### src/rtl/contention_arbiter_n.sv
// N-channel contention arbiter: grants the fullest pixel FIFO via req/ack and forwards its pixel to the z-buffer.
// Define CONTENTION_RR_TIE_EN for round-robin tie-breaking among equal maximum fills (default: lowest index wins).
module contention_arbiter_n #(
    parameter int N_CH        = 4,
    parameter int FILL_WIDTH  = 8,
    parameter int PIXEL_WIDTH = 8,
    parameter int ACK_TIMEOUT = 16
) (
    input  logic                        clk,
    input  logic                        rst,
    input  logic [N_CH*PIXEL_WIDTH-1:0] pix_in,
    input  logic [N_CH*FILL_WIDTH-1:0]  fill,
    input  logic [N_CH-1:0]             ack,
    input  logic                        rdy_z_buffer,
    output logic [N_CH-1:0]             req,
    output logic                        send_z_buffer,
    output logic [PIXEL_WIDTH-1:0]      pix_out,
    output logic [$clog2(N_CH)-1:0]     grant_id,
    output logic                        ack_timeout
);
    localparam int GW = $clog2(N_CH);
    localparam int CW = $clog2(ACK_TIMEOUT);

    typedef enum logic {
        S_IDLE = 1'b0,
        S_REQ  = 1'b1
    } state_t;

    state_t                 r_state;
    logic [GW-1:0]          r_sel;
    logic [CW-1:0]          r_cnt;
    logic [FILL_WIDTH-1:0]  w_fill [N_CH];
    logic [PIXEL_WIDTH-1:0] w_pix  [N_CH];
    logic [FILL_WIDTH-1:0]  w_best;
    logic [GW-1:0]          w_win;
    logic                   w_found;
    logic [N_CH-1:0]        w_onehot;

    for (genvar g = 0; g < N_CH; g++) begin : g_unpack
        assign w_fill[g] = fill[g*FILL_WIDTH +: FILL_WIDTH];
        assign w_pix[g]  = pix_in[g*PIXEL_WIDTH +: PIXEL_WIDTH];
    end

`ifdef CONTENTION_RR_TIE_EN
    logic [GW-1:0] r_ptr;
    logic [GW:0]   w_idx;
    logic [GW-1:0] w_ptr_next;

    // Winner search starting at the priority pointer; strict compare keeps the first hit on a tie.
    always_comb begin
        w_best = {FILL_WIDTH{1'b0}};
        w_win  = {GW{1'b0}};
        w_idx  = {(GW+1){1'b0}};
        for (int k = 0; k < N_CH; k++) begin
            w_idx = {1'b0, r_ptr} + (GW+1)'(k);
            if (w_idx >= (GW+1)'(N_CH)) begin
                w_idx = w_idx - (GW+1)'(N_CH);
            end else begin
                w_idx = w_idx;
            end
            if (w_fill[w_idx[GW-1:0]] > w_best) begin
                w_best = w_fill[w_idx[GW-1:0]];
                w_win  = w_idx[GW-1:0];
            end else begin
                w_best = w_best;
                w_win  = w_win;
            end
        end
    end

    // Pointer successor after a completed send.
    always_comb begin
        if (r_sel == GW'(N_CH - 1)) begin
            w_ptr_next = {GW{1'b0}};
        end else begin
            w_ptr_next = r_sel + GW'(1);
        end
    end
`else
    // Winner search from index 0; strict compare makes the lowest index win ties.
    always_comb begin
        w_best = {FILL_WIDTH{1'b0}};
        w_win  = {GW{1'b0}};
        for (int i = 0; i < N_CH; i++) begin
            if (w_fill[i] > w_best) begin
                w_best = w_fill[i];
                w_win  = GW'(i);
            end else begin
                w_best = w_best;
                w_win  = w_win;
            end
        end
    end
`endif

    assign w_found  = (w_best != {FILL_WIDTH{1'b0}});
    assign w_onehot = {{(N_CH-1){1'b0}}, 1'b1} << w_win;

    // Grant FSM with registered handshake, send and timeout outputs.
    always_ff @(posedge clk or posedge rst) begin
        if (rst) begin
            r_state       <= S_IDLE;
            r_sel         <= {GW{1'b0}};
            r_cnt         <= {CW{1'b0}};
            req           <= {N_CH{1'b0}};
            send_z_buffer <= 1'b0;
            pix_out       <= {PIXEL_WIDTH{1'b0}};
            grant_id      <= {GW{1'b0}};
            ack_timeout   <= 1'b0;
`ifdef CONTENTION_RR_TIE_EN
            r_ptr         <= {GW{1'b0}};
`endif
        end else begin
            send_z_buffer <= 1'b0;
            ack_timeout   <= 1'b0;
            case (r_state)
                S_IDLE: begin
                    if (rdy_z_buffer && w_found) begin
                        r_sel    <= w_win;
                        grant_id <= w_win;
                        req      <= w_onehot;
                        r_cnt    <= {CW{1'b0}};
                        r_state  <= S_REQ;
                    end else begin
                        req <= {N_CH{1'b0}};
                    end
                end
                S_REQ: begin
                    // Ack takes precedence over both a rdy drop and the timeout cycle.
                    if (ack[r_sel]) begin
                        pix_out       <= w_pix[r_sel];
                        send_z_buffer <= 1'b1;
                        req           <= {N_CH{1'b0}};
                        r_state       <= S_IDLE;
`ifdef CONTENTION_RR_TIE_EN
                        r_ptr         <= w_ptr_next;
`endif
                    end else if (!rdy_z_buffer) begin
                        req     <= {N_CH{1'b0}};
                        r_state <= S_IDLE;
                    end else if (r_cnt == CW'(ACK_TIMEOUT - 1)) begin
                        req         <= {N_CH{1'b0}};
                        ack_timeout <= 1'b1;
                        r_state     <= S_IDLE;
                    end else begin
                        r_cnt <= r_cnt + CW'(1);
                    end
                end
                default: begin
                    req     <= {N_CH{1'b0}};
                    r_state <= S_IDLE;
                end
            endcase
        end
    end

endmodule

### config.mk
export PLATFORM = sky130hd
export DESIGN_NAME = contention_arbiter_n
export DESIGN_NICKNAME = d
export VERILOG_FILES = /design/src/rtl/contention_arbiter_n.sv
export SDC_FILE = /design/constraint.sdc
export NUM_CORES = 1
export LEC_CHECK = 0
export CAP_MARGIN = 15
export CELL_PAD_IN_SITES_DETAIL_PLACEMENT = 0
export CELL_PAD_IN_SITES_GLOBAL_PLACEMENT = 1
export CORE_ASPECT_RATIO = 0.75
export CORE_UTILIZATION = 35
export CTS_BUF_LIST = sky130_fd_sc_hd__clkbuf_4 sky130_fd_sc_hd__clkbuf_8
export DETAILED_ROUTE_END_ITERATION = 16
export MAX_ROUTING_LAYER = met4
export PLACE_DENSITY = 0.87
export REMOVE_ABC_BUFFERS = 1
export SLEW_MARGIN = 20
export SYNTH_ARGS = -nofsm -noshare
export SYNTH_HDL_FRONTEND = slang
export SYNTH_SLANG_ARGS = --single-unit
### constraint.sdc
create_clock -name clk -period 4.65 [get_ports clk]
set_input_delay 0.93 -clock clk [delete_from_list [all_inputs] [get_ports clk]]
set_output_delay 0.93 -clock clk [all_outputs]
set_load 0.02 [all_outputs]
Yosys cells after proc, flatten, opt, wreduce, memory -nomap -nowiden
Index checks and enable logic that the tools add are counted.
{"block": "totals", "regBits": 21, "input_bits": 71, "out_inout_bits": 16, "elab_cells": 61}
{"block": "classes", "n_addsub": 1, "n_lt_le_gt_ge": 6, "eq_ne": 6, "shift": 1, "mux": 33, "bitwise": 2, "n_reduce_logical": 5}
{"operator": "$mux W8", "n": 6}
{"operator": "$mux W4", "n": 8}
{"operator": "$gt A8 B8 Y1", "n": 3}
{"operator": "$bmux W8 S2", "n": 1}
{"operator": "$pmux W4 S2", "n": 2}
{"operator": "$mux W1", "n": 12}
{"operator": "$gt A8 B1 Y1 const B", "n": 1}
{"operator": "$ne A2 B2 Y1 const B", "n": 4}
{"operator": "$reduce_bool A8 Y1", "n": 1}
{"operator": "$add A4 B1 Y4 const B", "n": 1}
{"operator": "$eq A4 B4 Y1 const B", "n": 1}
{"operator": "$mux W2", "n": 2}
{"operator": "$ne A4 B2 Y1 const B", "n": 1}
{"operator": "$reduce_and A2 Y1", "n": 2}
{"operator": "$reduce_and A4 Y1", "n": 1}
{"operator": "$shl A1 B2 Y4 const A", "n": 1}
{"operator": "$ge A3 B3 Y1 const B", "n": 1}
{"operator": "$lt A2 B3 Y1 const B", "n": 1}
{"operator": "$not A2 Y3", "n": 1}
{"operator": "$bmux W1 S2", "n": 1}
{"operator": "$pmux W1 S2", "n": 1}
{"operator": "$logic_and A1 B1 Y1", "n": 1}
{"operator": "$not A1 Y1", "n": 1}

Longest topological paths before layout
Gate-level depths: netlist of the first run.
{"block": "depth", "ltp_word": 12, "depth_mapped": 28, "depth_no_buf": 25}

Worst setup path before layout of the first run
No wires, ideal clock.
{"block": "synth_path", "path_kind": "input-to-reg", "startpoint": "input fill[1]", "endpoint": "register r_cnt[0]", "setup_ns": 0.125, "t_arrival_ns": 5.611, "required_ns": 4.525, "path_slack_ns": -1.086, "path_stages": 27, "n_path_buf": 3, "path_cell_list": "inv_1 -> ha_1 -> nor2b_1 -> o211ai_1 -> a211o_1 -> clkbuf_1 -> nand3_1 -> a21boi_0 -> ha_1 -> and2_1 -> o21ai_1 -> nor4bb_1 -> buf_4 -> or2_4 -> buf_12 -> a31oi_1 -> inv_1 -> ha_1 -> nor2b_1 -> o21a_1 -> o21ai_0 -> a21oi_1 -> o22ai_1 -> o21ai_0 -> a31oi_4 -> nor2_4 -> mux2_2"}
{"block": "synth_between", "elab_chain_len": 12}
{"item": "start: declaration", "line": "12", "rtl": "input logic [N_CH*FILL_WIDTH-1:0] fill,"}
{"item": "$gt A8 B1 Y1", "line": "85", "rtl": "if (w_fill[i] > w_best) begin"}
{"item": "$mux W8 (*)", "line": "85"}
{"item": "$gt A8 B8 Y1", "line": "85"}
{"item": "$mux W8 (*)", "line": "85"}
{"item": "$gt A8 B8 Y1", "line": "85"}
{"item": "$mux W8 (*)", "line": "85"}
{"item": "$gt A8 B8 Y1", "line": "85"}
{"item": "$mux W8 (*)", "line": "85"}
{"item": "$reduce_bool A8 Y1 (*)", "line": "96", "rtl": "assign w_found = (w_best != {FILL_WIDTH{1'b0}});"}
{"item": "$logic_and A1 B1 Y1 (*)", "line": "118", "rtl": "if (rdy_z_buffer && w_found) begin"}
{"item": "$ne A2 B2 Y1 (no line) (*)"}
{"item": "$reduce_and A4 Y1 (no line) (*)"}
{"item": "end signal: assignment", "line": "104", "rtl": "r_cnt <= {CW{1'b0}};"}
{"item": "end signal: assignment", "line": "122", "rtl": "r_cnt <= {CW{1'b0}};"}
{"item": "end signal: assignment", "line": "146", "rtl": "r_cnt <= r_cnt + CW'(1);"}
{"item": "end: declaration", "line": "31", "rtl": "logic [CW-1:0] r_cnt;"}
Every way passes the cells marked *; elsewhere a longest branch is shown, timed or not.
A chain may end at the register's enable or synchronous reset.

Worst setup path in the final report of the first run
{"block": "layout_path", "startpoint": "input fill[4]", "endpoint": "register r_cnt[0]"}
The elaborated chain is that of the path after synthesis.

==> impl_results.md, run 1 <==
* Outcome: complete, but fails checks
* Violations in the final reports: setup timing
* First-pass GRT wire length at about 11000 µm
* Cell taking the most area after synthesis: dfrtp_1
* Cells after DPL at 408
* YS warnings at 0
* Cell Count, Final, Fillers Out at 430
* Final setup vio count at 10
* Hold Path Origin: req[3]$_DFFE_PP0P_
* Slew margin rel. at 45.9%
* DR top layer: met4
* Sw Ratio at between 30% and 40%
* Worst Reg-to-Reg Cells at 5
* Pre-antenna DRT Iters at 4
* DR iter-0 viols at 33
* Vias at about 2200
* Final period utilization at 109%
* N_diodes at 0
* Root buf cell: clkbuf_8
* Hold Path Depth at 2
* Post-route ant nets at 0
* Max cap viols at 0
* Unique cell type count in the Yosys netlist at 46
* Critical path type: input port to flip-flop
* Initial core utilization at 37.6%
* FF-to-FF Start: r_sel[0]$_DFFE_PP0P_
* Seq cells post-synth at 21
* TritonCTS clock tree: done
* Cell Pwr Density at ~350 nW/µm²
* GRT Overall Usage at 22.5%
* Post-synth EDFFs at 0
* Die H at 68.9 µm
* WL/cell at 16.5 µm
* Num CTS Buffers at 3
* Post-synth top cells: ha_1, dfrtp_1, inv_1
* Final Hold Viols at 0
* Share of the synthesized area in the top cell type at 25.1%
* Leak pwr at 1.65 nW
* Buffers on Ports at 86
* Asr flop ratio synth at 100%
* Worst Hold Class: flip-flop to flip-flop
* Post-Syn Instances at 210
* Startpoint Class: input port
* Final WS setup at -0.411 ns
* GR Overflow Total at 0
* Fin area at 3940 µm²
* Met3 WL at roughly 250 µm
* Num rows at 23
* RSZ-0062 raised after global routing: yes
* Post-layout minimum cycle time at between 5 and 6 ns
* Top Ports at 87
* Routability-driven placement congestion ratio at 0.832
* Number of global-route vias before repair at 2202
* Slew @ Worst Pin at 0.811 ns
* Seq/Total Area, Yosys at 25.1%
* Int Pwr at 0.000835 W
* Worst setup EP type: flip-flop
* Fmax achieved at 198 MHz
* Post-layout nets at 452
* Clk_lat worst skew at 0.27 ns
* Initial antenna violation count at 0
* DP Area at 3330 µm²
* Final WL at 7080 µm
* Chip Width at 91.2 µm
* Max VDD drop at 0.000169 V
* Tot Pwr at 0.00138 W
* Max Slew Vio Count at 0
* Worst path required time at about 4.8 ns
* Most used DFF post-synth: dfrtp_1
* Largest net degree at the start of global routing at 22
* Post-Syn Area per Cell at between 9 and 10 µm²
* Depth of the CTS H-tree at 1
* Most area-consuming cells after synthesis: dfrtp_1, ha_1, mux4_2
* CORE AREA at 5550 µm²
* Max Buffers Root-to-Sink at 2
* Fraction of layout cells with a size suffix above 1 at between 50% and 60%
* Metal2 WL at 3590 µm
* P&R area growth vs syn at 88.4%
* Post-Syn Area at between 2000 and 2500 µm²
* Layout Skew at 0.00271 ns
* CP max FO at 7
* Worst hold slack at 0.489 ns
* Worst Setup SP: fill[4]
* Top-count cell post-synth: ha_1
* Die area at 6290 µm²
* Reg clk slew, reported paths at 0.08 ns
* Vias per cell at between 5 and 6
* DRC at 0
* Placed wire-length estimate at 5040 µm
* Hold buffers post-CTS at 0
* M1 wire length at 3110 µm
* Dpl ws at -1.52 ns
* Switch Pwr at 0.000547 W
* Worst EP arrival at 5.22 ns
* Sequential share of power at 23.3%
* Logic pwr share at between 60% and 70%
* Sinks on Clock Net at 21
* Clock power share at 8.9%
==> kinds of logic after synthesis <==
kind of cell	after synthesis	share of synthesized area [%]
flops	21	25.1
fa+ha+maj	25	15.0
compound gates	50	21.9
simple gates	66	16.9
buf+inv	30	6.47
mux	18	14.6
==> cells in the final DEF (no fill, tap or decap), types with 9 or more instances in the layout <==
master,n
buf_2,13
buf_4,55
buf_6,9
clkdlybuf4s50_1,70
dfrtp_1,21
ha_1,9
ha_4,16
inv_1,11
inv_2,10
mux4_2,9
nand2_1,11
==> worst paths after layout <==
kind	end	slack (ns)
worst max-delay path	r_cnt[0]$_DFFE_PP0P_	-0.41
worst max register to register	r_cnt[0]$_DFFE_PP0P_	2.29
worst min register to register	req[3]$_DFFE_PP0P_	0.49
min in group asynchronous	pix_out[3]$_DFFE_PP0P_	1.12
max in group asynchronous	pix_out[7]$_DFFE_PP0P_	3.03
worst min-delay path	req[3]$_DFFE_PP0P_	0.49
==> power groups by stage <==
| stage | Combinational [W] | Clock, W | Sequential, W |
|---|---|---|---|
| final | 0.000937 | 0.000124 | 0.000322 |
| after global routing | 0.00100 | 0.000139 | 0.000334 |
| after CTS | 0.000852 | 0.000125 | 0.000322 |
| after detailed placement | 0.000765 | 0 | 0.000325 |
| after global placement | 0.000749 | 0 | 0.000321 |
| after floorplan | 0.000363 | 0 | 0.000376 |
==> through the flow <==
stage	utilization (%)	TNS (ns)
after floorplan	-	-14.58
after global placement	59.9	-14.18
after detailed placement	59.9	-15.35
after CTS	67.0	-2.97
after global routing	70.9	-5.66
final	70.9	-3.28
==> what timing repair did <==
item	4_1_cts	5_1_grt
gates cloned	1	0
pin swaps	35	24
setup endpoints to repair	11	11
gates resized for setup	124	39
buffers inserted	12	6
==> critical path, stage by stage <==
cell and delay (ns):
buf_2 0.11, inv_2 0.05, ha_4 0.25, nand4_1 0.10, buf_6 0.15, a211o_4 0.36
a21bo_4 0.24, and2_4 0.14, ha_4 0.15, a211oi_2 0.25, nor2_2 0.10, nor4bb_4 0.31
buf_4 0.18, buf_4 0.10, nor3_1 0.04, a31oi_1 0.24, inv_1 0.09, ha_1 0.30
nand4_1 0.14, a21oi_2 0.16, o22ai_2 0.11, buf_6 0.14, a31oi_4 0.24, nor2_4 0.05
mux2_4 0.26
==> final cells by class <==
class                   instances  area, µm²
fillers                       392       1620
clock inverters                 1       5.00
clock buffers                   3       41.3
multi-input cells             160       1890
flip-flops and latches         21        526
inverters                      22       85.1
well taps                      75       93.8
repair buffers                148       1290
==> flip-flops by register name, indices dropped and copies added (netlist names) <==
register	count
req	4
pix_out	8
r_sel	2
send_z_buffer	1
r_cnt	4
r_state	1
ack_timeout	1
==> routing by layer <==
| layer | vias up | GRT usage [%] |
|---|---|---|
| met5 | - | - |
| met4 | 0 | 4.76 |
| met3 | 12 | 3.18 |
| met2 | 51 | 39.5 |
| met1 | 1075 | 28.4 |
| li1 | 1073 | - |
(Power assumes the default switching activity.)
==> inputs of run 2 (changes only) <==
CTS_CLUSTER_DIAMETER = 60   (was default)
SETUP_SLACK_MARGIN = 0.15   (was default)
==> run 2 against run 1 <==
  * The flow still finishes with violations (setup timing)
  * Utilization increased by 0.20 points
  * Register-to-register slack barely moved
  * Clock skew grew 0.00054 ns
  * Via count grew 2.1%
  * Sequential power about the same
  * Cell count up 0.23%
  * First-iteration DRC count is 67% higher
  * Clock-buffer cell count unchanged
  * Wire length grew 0.54%
  * Sequential cell count unchanged
==> impl_results.md, run 2 (same netlist as run 1, synthesis figures left out) <==
* Critical path type: input port to flip-flop
* Pre-antenna DRT Iters at 4 (unchanged)
* Number of flip-flops in the largest register at 8 (unchanged)
* Switch Pwr at 0.000548 W (+0.24%)
* Layout Skew at 0.00326 ns (+0.000545 ns)
* DRC at 0 (unchanged)
* N_diodes at 0 (unchanged)
* Outcome: complete, but fails checks
* Initial antenna violation count at 0 (unchanged)
* Top Ports at 87 (unchanged)
* Num CTS Buffers at 3 (unchanged)
* Startpoint Class: input port
* Worst EP arrival at 5.23 ns (about the same)
* Logic pwr share at 67.8% (about the same)
* Int Pwr at 0.000837 W (+0.21%)
* Most flops, register: pix_out
* Final WL at 7120 µm (+0.54%)
* Sw Ratio at 39.6% (about the same)
* Sinks on Clock Net at 21 (unchanged)
* First-pass GRT wire length at 10600 µm (unchanged)
* Vias at 2258 (+2.1%)
* Largest registers: pix_out: 8 flops, r_cnt: 4 flops, req: 4 flops
* Initial core utilization at 37.6% (unchanged)
* Max Slew Vio Count at 0 (unchanged)
* Final period utilization at 109% (+0.15 points)
* TritonCTS clock tree: done
* Max VDD drop at 0.000169 V (about the same)
* Final Hold Viols at 0 (unchanged)
* Sequential share of power at 23.2% (about the same)
* Post-route ant nets at 0 (unchanged)
* Max Buffers Root-to-Sink at 2 (unchanged)
* Die H at 68.9 µm (unchanged)
* Chip Width at 91.2 µm (unchanged)
* Fin area at 3950 µm² (+0.29%)
* Clock power share at 8.9% (about the same)
* Number of global-route vias before repair at 2202 (unchanged)
* Most common cell after layout, fill and taps aside: clkdlybuf4s50_1
* Worst setup EP type: flip-flop
* RSZ-0062 raised after global routing: yes
* Violations in the final reports: setup timing
* Post-layout minimum cycle time at 5.07 ns (+0.00707 ns)
* Root buf cell: clkbuf_8
* Commonest non-fill, non-tap cells in the layout: clkdlybuf4s50_1, buf_4, dfrtp_1
* Slew @ Worst Pin at 0.809 ns (-0.00261 ns)
* DR iter-0 viols at 55 (+67%)
* Leak pwr at 1.66 nW (+0.37%)
* Num rows at 23 (unchanged)
* Clk_lat worst skew at 0.27 ns (about the same)
* Final WS setup at -0.418 ns (-0.00707 ns)
* P&R area growth vs syn at 88.9%
* Worst path required time at 4.81 ns (about the same)
* Placed wire-length estimate at 5040 µm (unchanged)
* Slew margin rel. at 46.0% (+0.17 points)
* Worst Hold Class: flip-flop to flip-flop
* Cell Pwr Density at 351 nW/µm² (about the same)
* CORE AREA at 5550 µm² (unchanged)
* Depth of the CTS H-tree at 1 (unchanged)
* Setup TNS at -3.33 ns (-0.0564 ns)
* Largest net degree at the start of global routing at 22 (unchanged)
* Die area at 6290 µm² (unchanged)
* GRT Overall Usage at 22.5% (unchanged)
* Fraction of layout cells with a size suffix above 1 at 51.4% (+0.14 points)
* Max cap viols at 0 (unchanged)
* Fmax achieved at 197 MHz (-0.14%)
* Vias per cell at 5.24 (+1.9%)
* WL/cell at 16.5 µm (+0.30%)
* Worst hold slack at 0.489 ns (+0.0000900 ns)
* Post-layout nets at 453 (+0.22%)
* Routability-driven placement congestion ratio at 0.832 (unchanged)
* DP Area at 3330 µm² (unchanged)
* Hold buffers post-CTS at 0 (unchanged)
* GR Overflow Total at 0 (unchanged)
* Final setup vio count at 10 (unchanged)
* CP max FO at 7 (unchanged)
* Buffers on Ports at 86 (unchanged)
* Reg clk slew, reported paths at 0.08 ns (about the same)
-- run 2: worst paths after layout --
path	from	to	slack, ns	depth (start not counted)
min reg2reg	req[3]$_DFFE_PP0P_	req[3]$_DFFE_PP0P_	0.49	2
min	req[3]$_DFFE_PP0P_	req[3]$_DFFE_PP0P_	0.49	2
max in group asynchronous	rst	pix_out[7]$_DFFE_PP0P_	3.03	2
max	fill[4]	r_cnt[0]$_DFFE_PP0P_	-0.42	25
min in group asynchronous	rst	pix_out[3]$_DFFE_PP0P_	1.11	2
max reg2reg	r_sel[0]$_DFFE_PP0P_	r_cnt[0]$_DFFE_PP0P_	2.29	5
-- run 2: metal layers --
layer / share of wire (%) / global-route usage [%]
met3: 3.9 / 3.18
met1: 44 / 28.4
met2: 51 / 39.5
met5: 0 / -
met4: 1.8 / 4.76
-- run 2: critical path, stage by stage --
cell	delay (ns)
buf_2	0.11
inv_2	0.05
ha_4	0.25
nand4_1	0.10
buf_6	0.15
a211o_4	0.36
a21bo_4	0.24
and2_4	0.14
ha_4	0.15
a211oi_2	0.25
nor2_2	0.10
nor4bb_4	0.31
buf_4	0.18
buf_4	0.10
nor3_1	0.04
a31oi_1	0.25
inv_1	0.09
ha_1	0.30
nand4_1	0.14
a21oi_2	0.16
o22ai_2	0.11
buf_6	0.14
a31oi_4	0.24
nor2_4	0.05
mux2_4	0.26
-- run 2: repair_timing --
item	in CTS	in global routing
cloned	1	0
gates resized for setup	124	40
setup endpoints to repair	11	11
buffers inserted	12	6
pin swaps	35	24
-- run 2: metrics by stage --
step / power, W / setup WS, ns / util (%) / cells
5_1_grt: 0.00148 / -0.642 / 71.1 / 431
3_5_place_dp: 0.00109 / -1.52 / 59.9 / 408
3_3_place_gp: 0.00107 / -1.41 / 59.9 / 408
2_1_floorplan: 0.000739 / -1.55 / - / 202
6_report: 0.00139 / -0.418 / 71.1 / 431
4_1_cts: 0.00130 / -0.377 / 67.0 / 425
-- run 2: area by class of cell --
class / count / area (µm²)
clock inverter: 1 / 5.00
tap: 75 / 93.8
timing repair buffer: 149 / 1310
multi-input combinational: 160 / 1890
clock buffer: 3 / 41.3
fill: 391 / 1610
inverter: 22 / 85.1
sequential: 21 / 526
-- run 2: power groups by stage --
stage	combinational (W)	sequential (W)	clock (W)
2_1_floorplan	0.000363	0.000376	0
3_3_place_gp	0.000749	0.000321	0
3_5_place_dp	0.000765	0.000325	0
4_1_cts	0.000852	0.000322	0.000125
5_1_grt	0.00101	0.000334	0.000139
6_report	0.000940	0.000322	0.000124
